### src/rtl/debounce_sync.sv
// Input conditioner: N-stage synchronizer followed by a stability-counter debounce FSM.
// Define DEBOUNCE_EDGE_OUT_EN to add registered 1-cycle rise/fall strobes.
module debounce_sync #(
    parameter int unsigned SYNC_STAGES   = 2,
    parameter int unsigned CNT_W         = 16,
    parameter int unsigned STABLE_CYCLES = 1000
) (
    input  logic clk,
    input  logic Reset,
    input  logic din,
    output logic dout,
    output logic busy
`ifdef DEBOUNCE_EDGE_OUT_EN
    ,
    output logic rise,
    output logic fall
`endif
);

    typedef enum logic [1:0] {
        StIdleLo,
        StChkHi,
        StIdleHi,
        StChkLo
    } state_e;

    localparam logic [CNT_W-1:0] CntMax = CNT_W'(STABLE_CYCLES - 1);

    logic [SYNC_STAGES-1:0] sync_q;
    logic                   ds;

    state_e           state_q, state_d;
    logic [CNT_W-1:0] cnt_q, cnt_d;
    logic             dout_q, dout_d;

    // Only the last stage is ever observed; earlier stages may be metastable.
    always_ff @(posedge clk or negedge Reset) begin
        if (!Reset) begin
            sync_q <= '0;
        end else begin
            sync_q <= {sync_q[SYNC_STAGES-2:0], din};
        end
    end

    assign ds = sync_q[SYNC_STAGES-1];

    always_ff @(posedge clk or negedge Reset) begin
        if (!Reset) begin
            state_q <= StIdleLo;
            cnt_q   <= '0;
            dout_q  <= 1'b0;
        end else begin
            state_q <= state_d;
            cnt_q   <= cnt_d;
            dout_q  <= dout_d;
        end
    end

    always_comb begin
        state_d = state_q;
        cnt_d   = cnt_q;
        dout_d  = dout_q;
        unique case (state_q)
            StIdleLo: begin
                if (ds) begin
                    state_d = StChkHi;
                    cnt_d   = '0;
                end
            end
            StChkHi: begin
                if (!ds) begin
                    state_d = StIdleLo;
                    cnt_d   = '0;
                end else if (cnt_q == CntMax) begin
                    state_d = StIdleHi;
                    dout_d  = 1'b1;
                    cnt_d   = '0;
                end else begin
                    cnt_d = cnt_q + 1'b1;
                end
            end
            StIdleHi: begin
                if (!ds) begin
                    state_d = StChkLo;
                    cnt_d   = '0;
                end
            end
            StChkLo: begin
                if (ds) begin
                    state_d = StIdleHi;
                    cnt_d   = '0;
                end else if (cnt_q == CntMax) begin
                    state_d = StIdleLo;
                    dout_d  = 1'b0;
                    cnt_d   = '0;
                end else begin
                    cnt_d = cnt_q + 1'b1;
                end
            end
            default: begin
                state_d = StIdleLo;
                cnt_d   = '0;
                dout_d  = 1'b0;
            end
        endcase
    end

    assign dout = dout_q;
    assign busy = (state_q == StChkHi) || (state_q == StChkLo);

`ifdef DEBOUNCE_EDGE_OUT_EN
    logic rise_q, fall_q;

    // Strobes are registered on the same edge that updates dout.
    always_ff @(posedge clk or negedge Reset) begin
        if (!Reset) begin
            rise_q <= 1'b0;
            fall_q <= 1'b0;
        end else begin
            rise_q <= dout_d & ~dout_q;
            fall_q <= ~dout_d & dout_q;
        end
    end

    assign rise = rise_q;
    assign fall = fall_q;
`endif

endmodule

### config.mk
export PLATFORM = sky130hd
export DESIGN_NAME = debounce_sync
export DESIGN_NICKNAME = d
export VERILOG_FILES = /design/src/rtl/debounce_sync.sv
export SDC_FILE = /design/constraint.sdc
export NUM_CORES = 1
export LEC_CHECK = 0
export BUFFER_PORTS_ARGS = -buffer_cell sky130_fd_sc_hd__buf_2
export CORE_MARGIN = 5
export CORE_UTILIZATION = 50
export DETAILED_ROUTE_END_ITERATION = 7
export GPL_TIMING_DRIVEN = 0
export MAX_ROUTING_LAYER = met4
export PLACE_DENSITY = 0.78
export SLEW_MARGIN = 10
export SYNTH_ARGS = -nofsm -noshare
export SYNTH_HDL_FRONTEND = slang
export SYNTH_SLANG_ARGS = --single-unit
### constraint.sdc
create_clock -name clk -period 3.35 [get_ports clk]
set_clock_uncertainty 0.2 [all_clocks]
set_input_delay 0.8375 -clock clk [delete_from_list [all_inputs] [get_ports clk]]
set_output_delay 0.8375 -clock clk [all_outputs]
set_load 0.01 [all_outputs]
Yosys cells after proc, flatten, opt, wreduce, memory -nomap -nowiden
Index checks and enable logic that the tools add are counted.
{"block": "totals", "regBits": 21, "input_bits": 3}
{"block": "op_classes", "n_addsub": 1, "n_eq_ne": 12, "mux": 18, "n_reduce_logical": 6}
{"cell": "16-bit two-way mux", "n": 5}
{"cell": "16-bit one-hot mux with 4 select lines", "n": 1}
{"cell": "16-bit by 1-bit adder with 16-bit output, second input constant", "n": 1}
{"cell": "16-bit by 10-bit equality test with 1-bit output, second input constant", "n": 1}
{"cell": "2-bit two-way mux", "n": 6}
{"cell": "2-bit != test, second input constant", "n": 6}
{"cell": "2-bit one-hot mux with 4 select lines", "n": 1}
{"cell": "3-bit != test, second input constant", "n": 2}
{"cell": "5-bit AND reduction", "n": 1}
{"cell": "2-bit equality test, second input constant", "n": 2}
{"cell": "1-bit two-way mux", "n": 4}
{"cell": "4-bit AND reduction", "n": 1}
{"cell": "2-bit by 1-bit equality test with 1-bit output, second input constant", "n": 1}
{"cell": "2-bit zero test", "n": 1}
{"cell": "1-bit one-hot mux with 2 select lines", "n": 1}
{"cell": "2-bit AND reduction", "n": 1}
{"cell": "2-bit nonzero test", "n": 1}
{"cell": "1-bit logical OR", "n": 1}

Depth between registers and ports, before layout
Gate-level depths: netlist of run 1.
{"block": "logic_depth", "ltp_word": 4, "depth_mapped": 7}

Least setup slack after synthesis of run 1
Ideal clock, no wire load.
{"block": "synth_timing", "kind": "register to register", "startpoint": "register cnt_q[10]", "endpoint": "register cnt_q[9]", "setup_time_ns": 0.132, "arrival_ns": 1.774, "t_required_ns": 3.018, "slack_ns": 1.244, "path_stages_with_launch": 8, "n_path_buf": 2, "synth_period_minus_slack_ns": 2.106, "cell_sequence": "dfrtp_1 buf_6 or4_4 nor4_4 nor2_2 buf_6 a41oi_2 a31oi_1"}
{"block": "synth_between", "elab_chain_cells": 4, "word_cells_on_any_way": 5}
{"item": "start: declaration", "line_no": "33", "rtl": "logic [CNT_W-1:0] cnt_q, cnt_d;"}
{"item": "start signal: assignment", "line_no": "54", "rtl": "cnt_q <= cnt_d;"}
{"item": "16-bit by 10-bit equality test with 1-bit output (*)", "line_no": "74, 92"}
{"item": "16-bit two-way mux (*)", "line_no": "74, 92"}
{"item": "16-bit two-way mux, on equally long branches", "line_no": "89, 71"}
{"item": "16-bit one-hot mux with 4 select lines (*)", "line_no": "63", "rtl": "unique case (state_q)"}
Every way passes the cells marked *; elsewhere a longest branch is shown, timed or not.
A chain may end at the register's enable or synchronous reset.

Worst setup path after layout of run 1
{"block": "layout_timing", "startpoint": "register cnt_q[4]", "endpoint": "register cnt_q[12]"}
{"block": "layout_between", "elab_chain_cells": 4, "word_cells_on_any_way": 6}
{"item": "16-bit by 1-bit adder with 16-bit output / 16-bit by 10-bit equality test with 1-bit output (equally long branches)"}
{"item": "16-bit two-way mux (*)", "line_no": "74, 92"}
{"item": "16-bit two-way mux, on equally long branches", "line_no": "89, 71"}
{"item": "16-bit one-hot mux with 4 select lines (*)", "line_no": "63"}
Marked as above.

==> flow_metrics.tcl, run 1 <==
set metrics [dict create \
    outcome "completed" \
    synth_warnings 0 \
    fin_area_sq_um 1170 \
    post-cts-setup-buffers 0 \
    initial_utilization 0.508 \
    die_w_um 56.7 \
    cp.required_ns 3.34 \
    ctsResizeCount 0 \
    hold_viol_final 0 \
    max_stage_delay_ns 0.61 \
    drive_above_1_share 0.138 \
    async_flop_share 1.00 \
    antenna_found_initial 0 \
    dp_hpwl_um 1600 \
    cts_sinks 21 \
    clkTransAtPathRegs_ns 0.11 \
    power.density_nw_per_um2 366 \
    routed_wl_um 2270 \
    fmax_mhz 428 \
    routabilityCongestion 0.876 \
    hp-class "reg -> reg" \
    met1_length_um 964 \
    ys_types 28 \
    cts_htree_levels 1 \
    hold_ws_ns 0.171 \
    fin_crit_sh 0.697 \
    wl_met2_um 1160 \
    utilization 0.546 \
    rsz0062_at_grt "no" \
    wl_met3_um 132 \
    port_buffers 4 \
    setup_violations 0 \
    post_drt_wl_per_cell_um 15.1 \
    clock_path_buffers 2 \
    tightest_slew_ns 0.709 \
    cts_buffers 3 \
    fillers 197 \
    dr.pass1.iters 4 \
    fin_cells 151 \
    highest_layer "met4" \
    via_per_inst 6.19 \
    peakVddDrop_mv 0.250 \
    end_kind "flip-flop" \
    worstPathCellList "or4_1, nor4_4, nor2_2, buf_6, a21oi_1, mux2i_1" \
    cts.hold.buffers_added 0 \
    fin_nets 128 \
    ios 5 \
    critPathLaunchType "flip-flop" \
    avgSynthCellArea_sq_um 9.49 \
    syn_nets 119 \
    die_h_um 56.7 \
    synth_edf_count 0 \
    path_max_fanout 10 \
    crit_type "reg -> reg" \
    grt_max_degree 22 \
    cts_tree "built" \
    tns_ns 0 \
    clk_latency_ns 0.31 \
    p_leak_nw 0.482 \
    first_iter_violations 15 \
    drv_cap 0 \
    num_vias 935 \
    core_sq_um 2150 \
    arrival_ns 2.33 \
    antenna_cells 0 \
    drc_errors 0 \
    placedCellCount 147 \
    overflow 0 \
    min_period_ns 2.33 \
    dieArea_sq_um 3220 \
    netlist_area_sq_um 1090 \
    num_rows 17 \
    drtAntennaViolNets 0 \
    grt_usage 0.167 \
    ys_seq_elements 21 \
    placed_area_sq_um 1150 \
    synthToLayoutAreaGrowth_pct 7.57 \
    ys_seq_area_frac 0.482 \
    syn_inst 115 \
    multi_input_area_sq_um 509 \
    slew_headroom 0.526 \
    grt_first_pass_wirelength_um 4120 \
    regArea_sq_um 526 \
    synth_ff_type "dfrtp_1" \
    cpMaxStageDelayCell "or4_1" \
    cts_root_buffer "clkbuf_4" \
    finalMaxSlewViolations 0 \
    grt_pass1_vias 934 \
]
[final cells by class]
type                            instances  share of cell area
Clock buffer                            3              0.0192
Buffer                                  5              0.0352
Multi-Input combinational cell         85               0.434
Timing Repair Buffer                    4              0.0171
Clock inverter                          1             0.00426
Sequential cell                        21               0.448
Inverter                                4              0.0128
Tap cell                               28              0.0299
[cells in the mapped netlist, drive strengths merged (4+ instances only)]
cell,count,area (sq um)
or3,8,50.1
nand2,10,37.5
a31oi,7,43.8
nand4,4,25.0
nor2,5,21.3
inv,4,15.0
buf,4,37.5
dfrtp,21,526
a21oi,14,70.1
nand3,10,50.1
o21ai,7,35.0
[report_power, final]
part           total [W]  internal (W)  switching (W)
registers       0.000271      0.000261     0.00000927
logic          0.0000365     0.0000142      0.0000223
clock network   0.000123     0.0000446      0.0000784
total           0.000430      0.000320       0.000110
[worst max-delay path: cells and delay by family, from the launching register on]
| family | cells | cell delay (ns) |
|---|---|---|
| multiplexers | 1 | 0.11 |
| flip-flops | 1 | 0.45 |
| buffers and inverters | 1 | 0.16 |
| AND/OR/NAND/NOR | 3 | 1.15 |
| AO/OA/AOI/OAI | 1 | 0.15 |
[final timing paths]
kind | start | end | slack [ns] | cells after the start
setup reg to reg | cnt_q[4] | cnt_q[12] | 1.02 | 6
hold reg to reg | sync_q[0] | sync_q[1] | 0.17 | 0
max in group asynchronous | Reset | sync_q[1] | 2.37 | 1
setup / recovery | cnt_q[4] | cnt_q[12] | 1.02 | 6
min in group asynchronous | Reset | cnt_q[7] | 0.26 | 1
hold / removal | sync_q[0] | sync_q[1] | 0.17 | 0
[sequential cells by signal, summed over array words and instances (netlist names), named ones only]
signal   cells
state_q      1
dout         1
cnt_q       16
sync_q       2
[through the flow]
step,setup slack (ns),power (W)
after global placement,1.13,0.000311
after detailed placement,1.05,0.000312
after floorplan,1.24,0.000297
after global routing,0.924,0.000452
final,1.02,0.000430
after CTS,1.02,0.000435
[routing by layer]
metal / vias to the layer above / track usage
li1: 443 / -
met1: 464 / 0.198
met2: 26 / 0.271
met5: - / -
met4: 0 / 0.0508
met3: 2 / 0.0506
[cells in the final DEF, fill, tap and decap left out]
cell type  synthesis  final
or4_4              1      1
mux2_1             1      1
or4_1              1      1
nor4_1             2      2
xor2_1             1      1
clkbuf_4           0      3
and2_1             1      1
a31oi_1            7      7
mux2i_1            2      2
inv_1              4      4
nand2_1           10     10
nor3_1             3      3
nor2_1             4      4
a22o_1             1      1
a41oi_2            1      1
o21ai_0            7      7
clkinv_2           0      1
nand4_1            4      4
ha_1               1      1
and3_1             2      2
buf_2              0      4
nor2_2             1      1
buf_1              1      1
or2_2              2      2
or3_1              8      8
nor4_4             1      1
clkbuf_1           1      1
a21oi_1           14     14
dfrtp_1           21     21
buf_6              3      3
nand3_1           10     10
[cell families after synthesis]
logic type	share of synthesized area
adders and majority gates	0.0115
muxes	0.0287
and+or+nand+nor	0.259
DFF	0.482
buffers and inverters	0.0516
xor gates and xnor gates	0.00803
AOI/OAI and AO/OA	0.159
Power figures use the tool's default switching activity.
==> inputs of run 2 (changes only) <==
- PLACE_DENSITY: 0.78 -> 0.81
- clock period: 3.35 -> 1.88 ns (I/O delays scaled with it)
==> flow_metrics.tcl, run 2 (synthesis results as in run 1) <==
set metrics [dict create \
    cts_sinks 21 \
    initial_utilization 0.508 \
    hold_viol_final 0 \
    layout_setup_ws_ns -0.302 \
    first_iter_violations 31 \
    finalMaxSlewViolations 0 \
    overflow 0 \
    most-common-layout-cells "dfrtp_1 (20), a21oi_2 (11), nand2_1 (10), buf_4 (8)" \
    routed_wl_um 2750 \
    cts_root_buffer "clkbuf_4" \
    port_buffers 4 \
    grt_usage 0.179 \
    antenna_cells 0 \
    hp-class "in -> reg" \
    top_regs "cnt_q (16), sync_q (2)" \
    cts_htree_levels 1 \
    tightest_slew_ns 1.09 \
    power.switching_w 0.000217 \
    tns_ns -4.93 \
    p_sw_frac 0.269 \
    utilization 0.646 \
    drc_errors 0 \
    outcome "finished, violations left" \
    num_vias 1026 \
    pwr-share-seq 0.597 \
    largest_reg_flops 16 \
    power.density_nw_per_um2 582 \
    core_sq_um 2150 \
    setup_violations 19 \
    final_common_cell "dfrtp_1" \
    antenna_found_initial 0 \
    slew_headroom 0.269 \
    path_max_fanout 5 \
    min_period_ns 2.18 \
    cts_tree "built" \
    critPathLaunchType "flip-flop" \
    routabilityCongestion 0.847 \
    fin_nets 139 \
    grt_max_degree 22 \
    regMostFlops "cnt_q" \
    dr.pass1.iters 4 \
    cp.required_ns 1.92 \
    clk_latency_ns 0.32 \
    grt_pass1_vias 912 \
    die_w_um 56.7 \
    pwr-share-clk 0.276 \
    peakVddDrop_mv 0.493 \
    fmax_mhz 458 \
    fin_crit_sh 1.16 \
    grt_first_pass_wirelength_um 4350 \
    synthToLayoutAreaGrowth_pct 27.3 \
    num_rows 17 \
    cts_buffers 3 \
    dieArea_sq_um 3220 \
    clock_path_buffers 2 \
    ios 5 \
    dp_hpwl_um 1530 \
    violations "setup timing" \
    p_comb_frac 0.128 \
    drv_cap 0 \
    arrival_ns 2.22 \
    p_int_w 0.000590 \
    clkTransAtPathRegs_ns 0.12 \
    drive_above_1_share 0.381 \
    drtAntennaViolNets 0 \
    p_leak_nw 0.576 \
    via_per_inst 6.33 \
    end_kind "flip-flop" \
    crit_type "reg -> reg" \
    die_h_um 56.7 \
    rsz0062_at_grt "yes" \
    post_drt_wl_per_cell_um 16.9 \
]
[run 2: changes by cell type in the layout (fill, tap and decap cells not counted), sizes merged]
cell,previous run,this run
buf,8,18
dlygate4sd3,0,1
[run 2: timing repair]
item                       4_1_cts  5_1_grt
resized for setup               20       14
gates cloned                     2        0
hold buffers                     1        0
pin swaps                        7        4
hold endpoints to repair        21        0
setup buffers                    5        4
setup endpoints to repair       19       19
[run 2: cell type report]
type / count / area (sq um)
repair buffers: 16 / 124
clock inverters: 1 / 5.00
inverters: 4 / 15.0
multi-input cells: 85 / 631
plain buffers: 4 / 30.0
flip-flops and latches: 21 / 527
clock buffers: 3 / 22.5
well taps: 28 / 35.0
fillers: 170 / 759
[run 2: per-stage QoR]
step           area, sq um  total power [W]  hold slack, ns  setup WS, ns  instances
6_report              1390         0.000808          0.0442        -0.302        162
3_5_place_dp          1150         0.000557           0.138        -0.301        147
3_3_place_gp          1150         0.000554           0.146        -0.274        147
2_1_floorplan         1100         0.000531         -0.0256        -0.157        115
5_1_grt               1390         0.000845          0.0277        -0.372        162
4_1_cts               1300         0.000796          0.0500        -0.232        158
[run 2: final timing paths]
kind,slack (ns),depth (start not counted),start,endpoint
max,-0.30,7,cnt_q[1],cnt_q[14]
max reg2reg,-0.30,7,cnt_q[1],cnt_q[14]
min reg2reg,0.19,0,sync_q[0],sync_q[1]
min,0.04,1,din,sync_q[0]
max in group asynchronous,0.72,2,Reset,cnt_q[10]
min in group asynchronous,0.42,2,Reset,cnt_q[4]
[run 2: metal layers]
metal	vias up	global-route usage	part of all wire
met5	-	-	0
li1	469	-	-
met3	7	0.0322	0.049
met4	0	0.0746	0.021
met2	47	0.274	0.50
met1	503	0.232	0.43
[run 2: power groups by stage]
| stage | logic, W | registers, W | clock network [W] |
|---|---|---|---|
| global route | 0.000112 | 0.000484 | 0.000249 |
| finish | 0.000103 | 0.000482 | 0.000223 |
| CTS | 0.0000907 | 0.000481 | 0.000224 |
| floorplan | 0.0000454 | 0.000486 | 0 |
| global placement | 0.0000659 | 0.000488 | 0 |
| detailed placement | 0.0000676 | 0.000490 | 0 |
[run 2: worst max-delay path, stage by stage, from the launching register on]
cell     delay, ns
dfrtp_1       0.39
ha_1          0.24
nand4_1       0.13
buf_4         0.18
nor3_2        0.35
nand3_1       0.19
or3_1         0.33
o21ai_1       0.08
